$ cat src/rtl/ex_mem_flag_reg.sv
// ex_mem_flag_reg: EX->MEM pipeline register with the architectural {Z,V,N} flag
// register, branch condition resolution and a flags-pending hint for hazard logic.
module ex_mem_flag_reg #(
    parameter int DW = 16,
    parameter int RW = 4
) (
    input  logic          clk,
    input  logic          rst,
    input  logic          stall,
    input  logic          flush,
    input  logic          ex_valid,
    input  logic [2:0]    ex_alu_op,
    input  logic          ex_is_alu,
    input  logic [DW-1:0] ex_alu_out,
    input  logic [2:0]    ex_flags,
    input  logic [RW-1:0] ex_rd,
    input  logic          ex_reg_wen,
    input  logic          ex_mem_ren,
    input  logic          ex_mem_wen,
    input  logic [DW-1:0] ex_store_data,
    input  logic          ex_halt,
    input  logic [2:0]    br_cond,
    output logic          mem_valid,
    output logic [DW-1:0] mem_alu_out,
    output logic [RW-1:0] mem_rd,
    output logic          mem_reg_wen,
    output logic          mem_mem_ren,
    output logic          mem_mem_wen,
    output logic [DW-1:0] mem_store_data,
    output logic          mem_halt,
    output logic          flag_z,
    output logic          flag_v,
    output logic          flag_n,
    output logic          flags_pending,
    output logic          br_taken
);
    localparam logic [2:0] OP_ADD = 3'd0, OP_SUB = 3'd1, OP_RED = 3'd3, OP_PADDSB = 3'd7;

    logic flag_upd, upd_all;

    assign flag_upd      = ex_valid & ex_is_alu & ~stall & ~flush;
    assign upd_all       = ex_alu_op == OP_ADD || ex_alu_op == OP_SUB;
    assign flags_pending = ex_valid & ex_is_alu & ~flush & ex_alu_op != OP_RED & ex_alu_op != OP_PADDSB;

    always_ff @(posedge clk) begin
        if (rst || flush) begin
            mem_valid      <= 1'b0;
            mem_alu_out    <= '0;
            mem_rd         <= '0;
            mem_reg_wen    <= 1'b0;
            mem_mem_ren    <= 1'b0;
            mem_mem_wen    <= 1'b0;
            mem_store_data <= '0;
            mem_halt       <= 1'b0;
        end else if (!stall) begin
            mem_valid      <= ex_valid;
            mem_alu_out    <= ex_alu_out;
            mem_rd         <= ex_rd;
            mem_reg_wen    <= ex_reg_wen & ex_valid;
            mem_mem_ren    <= ex_mem_ren & ex_valid;
            mem_mem_wen    <= ex_mem_wen & ex_valid;
            mem_store_data <= ex_store_data;
            mem_halt       <= ex_halt & ex_valid;
        end
    end

    // Logical/shift ops only define Z; V and N keep the last arithmetic result.
    always_ff @(posedge clk) begin
        if (rst) begin
            {flag_z, flag_v, flag_n} <= 3'b000;
        end else if (flag_upd && flags_pending) begin
            flag_z <= ex_flags[2];
            if (upd_all) {flag_v, flag_n} <= ex_flags[1:0];
        end
    end

    always_comb begin
        case (br_cond)
            3'd0:    br_taken = ~flag_z;
            3'd1:    br_taken = flag_z;
            3'd2:    br_taken = ~flag_z & ~flag_n;
            3'd3:    br_taken = flag_n;
            3'd4:    br_taken = flag_z | (~flag_z & ~flag_n);
            3'd5:    br_taken = flag_n | flag_z;
            3'd6:    br_taken = flag_v;
            default: br_taken = 1'b1;
        endcase
    end
endmodule
$ cat config.mk
export PLATFORM = sky130hd
export DESIGN_NAME = ex_mem_flag_reg
export DESIGN_NICKNAME = d
export VERILOG_FILES = /design/src/rtl/ex_mem_flag_reg.sv
export SDC_FILE = /design/constraint.sdc
export NUM_CORES = 1
export LEC_CHECK = 0
export CORE_MARGIN = 2
export CORE_UTILIZATION = 40
export CTS_CLUSTER_SIZE = 24
export DETAILED_ROUTE_END_ITERATION = 8
export PLACE_DENSITY = 0.82
export SLEW_MARGIN = 20
export SYNTH_ARGS = -nofsm -noshare
export SYNTH_HDL_FRONTEND = slang
export SYNTH_SLANG_ARGS = --single-unit
$ cat constraint.sdc
create_clock -name clk -period 2.7 [get_ports clk]
set_clock_uncertainty 0.1 [all_clocks]
set_input_delay 0.405 -clock clk [delete_from_list [all_inputs] [get_ports clk]]
set_output_delay 0.405 -clock clk [all_outputs]
set_load 0.05 [all_outputs]
=== Word level (Yosys, flattened, before mapping) ===
Index checks and enable logic that the tools add are counted.

* Flip-flop bits (word level): 44
* Latch bits: 0
* Bits in writable memories: 0
* Memory bits (read-only): 0
* Output and inout port bits: 46
* Memories kept: 0

* Add/subtract/negate cells: 0
* $mul: 0
* Divide/modulo/power cells: 0
* $lt $le $gt $ge: 0
* Equality and inequality tests: 9
* Shifts and indexed selects: 0
* Multiplexer cells: 1
* Bitwise gates (word level): 17
* Reduce and logical (&&, ||, !) cells: 6

{| class="wikitable"
|+ Operators with widths
! cell !! number
|-
| $and A1 B1 Y1 || 11
|-
| $eq A3 B3 Y1 const B || 3
|-
| $pmux W1 S7 || 1
|-
| $eq A3 B1 Y1 const B || 2
|-
| $eq A3 B2 Y1 const B || 2
|-
| $logic_not A3 Y1 || 2
|-
| $not A1 Y1 || 4
|-
| $ne A3 B2 Y1 const B || 1
|-
| $ne A3 B3 Y1 const B || 1
|-
| $logic_or A1 B1 Y1 || 2
|-
| $or A1 B1 Y1 || 2
|-
| $reduce_and A2 Y1 || 1
|-
| $logic_and A1 B1 Y1 || 1
|}

=== Depth between registers and ports, before layout ===
* Depth after elaboration: 6
* Gate-level depth with buffers: 6
* Depth with buffers taken out: 4

=== Least setup slack after synthesis ===
Ideal clock, no wire load.

* Kind: register -> output
* Start point: reg flag_z
* End point: out br_taken
* Data arrival time: 2259 ps
* Required time: 2195 ps
* Setup slack: -64 ps
* Cell stages (with the launch flop): 5
* Buffers on the path: 0
* Path through: dfxtp_1 -> nor3b_1 -> o21ai_1 -> a31oi_1 -> a311oi_1

* Cells in the longest elaborated chain, start to end: 4

{| class="wikitable"
|+ Ends and longest elaborated chain
! item !! RTL line !! text
|-
| from (decl) || 31 || <nowiki>output logic flag_z,</nowiki>
|-
| from (signal assigned) || 72 || <nowiki>flag_z <= ex_flags[2];</nowiki>
|-
| $not A1 Y1 || 79, 81, 83 ||
|-
| $and A1 B1 Y1 || 81, 83 ||
|-
| $or A1 B1 Y1 || 83 || <nowiki>3'd4: br_taken = flag_z | (~flag_z & ~flag_n);</nowiki>
|-
| $pmux W1 S7 (*) || 78 || <nowiki>case (br_cond)</nowiki>
|-
| to (decl) || 35 || <nowiki>output logic br_taken</nowiki>
|}

Mark *: on every way between the ends. The rest lies on a longest branch, timed or not.

=== Final worst setup path ===
* Start point: in br_cond[2]
* End point: out br_taken

* Cells in the longest elaborated chain, start to end: 2

{| class="wikitable"
|+ Ends and longest elaborated chain
! item !! RTL line !! text
|-
| from (decl) || 22 || <nowiki>input logic [2:0] br_cond,</nowiki>
|-
| $eq A3 B3 Y1 (tied with other cells) || 78 ||
|-
| $pmux W1 S7 (*) || 78 ||
|}

Marked as above.

==> flow_summary.toml <==
[floorplan]
num_rows = 23
dieArea_mm2 = 0.004812
initial_core_util_pct = 42.12
die_w_um = 69.37
die_h_um = 69.37
core-area_mm2 = 0.004058
io_pins = 101

[place]
hpwlAfterDp_mm = 2.958
place_congestion = 0.7194
dp_cells = 303
io_buffers = 100

[sta]
worst_slew_pin_slew_ns = 0.6253
hold_viol_final = 0
rsz0062_at_grt = "no"
slew_viol_final = 0
period_share_pct = 85.34
relSlewSlack_pct = 58.32
setup_viol = 0
clock.fmax_mhz = 434.0
finalSetupTns_ns = 0
fin_crit_ns = 2.304

[layout]
fin_util_pct = 68.55
layout-drive-gt1-share_pct = 6.154
area_growth_pct = 62.74
nFillCells = 343
final_nets = 315
final_cells = 310
n_antenna_cell = 0
regArea_um2 = 880.8
multi_input_area_um2 = 730.7

[worst_setup_path]
cp-end-kind = "output pin"
worst-setup-path-type = "input port to output pin"
start_kind = "input port"
cp.arrival_ns = 1.80
critPathMaxFanout = 5
regToRegSetupSlack_ns = 1.91
cp_data_required_time_ns = 2.19

[power]
vdd_drop_max_uv = 304.5
cellPowerDensity_mw_per_mm2 = 483.1
cellLeakagePower_nw = 1.140

[cts]
cts_sinks = 44
post_cts_resized = 0
cts-root-buf = "clkbuf_8"
holdBufCountCts = 0
post-cts-setup-buffer-count = 0
numCtsBuffers = 5
cts_buffer_depth = 2
tritoncts = "built"
cts.clk_slew.worst_paths_ns = 0.08
h-tree-depth = 2
clk-insertion-delay-late_ns = 0.28

[logic_synthesis]
netlist-cell-type-count = 25
syn_area_mm2 = 0.001709
ys_ff_latch = 44
yosysSeqAreaShare_pct = 51.54
avgSynthCellArea_um2 = 10.62
postSynthNetCount = 216
ys_warn_count = 0
synthCells = 161

[hold_path]
worstHoldPathType = "flip-flop to flip-flop"

[grt]
overflow = 0
grt_first_pass_wirelength_mm = 6.561
antenna_found_initial = 0
grt_max_degree = 42
first_global_vias = 1370
gr-usage-all-layers_pct = 16.80

[detailed_routing]
via_count = 1434
antenna_left = 0
drt_pre_antenna_iters = 4
drtIter0Drc = 67
post_drt_wl_per_cell_um = 12.84
drc = 0
drt-total-wl_mm = 3.980
via_per_inst = 4.626

[outcome]
outcome = "complete, no violations"

[run]
maxCapViolCount = 0
==> area by class of cell <==
class                           instances  share of cell area (%)
Inverter                                1                  0.1350
Tap cell                               50                   2.249
Sequential cell                        44                   31.67
Multi-Input combinational cell        105                   26.27
Clock buffer                            6                   2.609
Clock inverter                          1                  0.1799
Timing Repair Buffer                  103                   36.89
==> cells by family after synthesis <==
family	synth area share, %
flip-flops	51.54
multiplexers	22.84
AND/OR/NAND/NOR	15.74
adder cells (fa/ha/maj)	0.5857
buffers and inverters	6.075
AO/OA/AOI/OAI	3.221
==> per-stage QoR <==
stage	cell area [µm²]	power, mW	worst slack, ns	hold slack [ns]
floorplan	1715	0.8531	0.3778	0.3774
global placement	2704	0.9763	0.4429	0.3704
detailed placement	2704	0.9796	0.3944	0.3776
CTS	2781	1.359	0.3899	0.3970
global route	2781	1.407	0.3144	0.4248
finish	2781	1.344	0.3959	0.3905
==> layout by cell type (no fill, tap or decap) <==
cell	n
clkdlybuf4s50_1	97
nor2_1	45
dfxtp_1	44
mux2i_1	39
clkbuf_8	5
a22oi_1	4
buf_4	4
nor3b_1	2
inv_1	1
nor2b_1	1
o21ai_1	1
nand2b_1	1
nand3b_1	1
a31oi_1	1
maj3_1	1
a311oi_2	1
and2b_1	1
nand2_1	1
and3_1	1
or2_1	1
nor2b_4	1
a21oi_1	1
nand3_2	1
nand3_4	1
clkbuf_1	1
clkinv_2	1
buf_2	1
buf_12	1
==> path summary, 6_finish.rpt <==
kind / start / cells after the start / endpoint
setup / recovery: br_cond[2] / 6 / br_taken
hold / removal: mem_valid$_SDFFE_PP0N_ / 2 / mem_valid$_SDFFE_PP0N_
setup reg to reg: flag_z$_SDFFE_PP0P_ / 2 / flag_z$_SDFFE_PP0P_
hold reg to reg: mem_valid$_SDFFE_PP0N_ / 2 / mem_valid$_SDFFE_PP0N_
==> critical path, stage by stage <==
cell	delay, ns
clkdlybuf4s50_1	0.54
nor2b_1	0.10
o21ai_1	0.14
a31oi_1	0.10
a311oi_2	0.33
buf_12	0.18
==> registers in the layout, indices dropped and copies added, names as in the netlist <==
| name | count |
|---|---|
| mem_store_data | 16 |
| mem_alu_out | 16 |
| mem_valid | 1 |
| flag_z | 1 |
| mem_mem_ren | 1 |
| mem_mem_wen | 1 |
| flag_n | 1 |
| mem_rd | 4 |
| flag_v | 1 |
| mem_reg_wen | 1 |
| mem_halt | 1 |
==> report_power, final <==
part           switching, mW  internal (mW)  total [mW]  leakage (nW)
clock                  0.205          0.176       0.381        0.0410
sequential           0.00989          0.668       0.678         0.358
combinational          0.142          0.142       0.285         0.741
==> Yosys cell counts <==
master | instances | share of area [%]
and3_1 | 1 | 0.37
buf_2 | 1 | 0.29
or2_1 | 1 | 0.37
maj3_1 | 1 | 0.59
o21ai_1 | 1 | 0.29
nor2b_1 | 1 | 0.37
a22oi_1 | 4 | 1.8
clkbuf_2 | 1 | 0.29
nor3b_1 | 2 | 0.88
nor2b_4 | 1 | 0.81
a21oi_1 | 1 | 0.29
buf_4 | 3 | 1.3
nand3_2 | 1 | 0.59
nand3_4 | 1 | 1.0
inv_1 | 1 | 0.22
and2b_1 | 1 | 0.44
a31oi_1 | 1 | 0.37
buf_6 | 6 | 4.0
a311oi_1 | 1 | 0.51
nand3b_1 | 1 | 0.44
mux2i_1 | 39 | 23
nor2_1 | 45 | 9.9
nand2b_1 | 1 | 0.37
dfxtp_1 | 44 | 52
nand2_1 | 1 | 0.22
==> layer usage <==
layer  GRT usage, %  wire, µm  part of all wire [%]
met5              0         0                     0
met4          6.100        39                  0.98
met3          4.942       285                   7.2
met2          27.46      1928                    48
met1          20.98      1726                    43
Note: power is estimated with default switching activity, not from simulation.
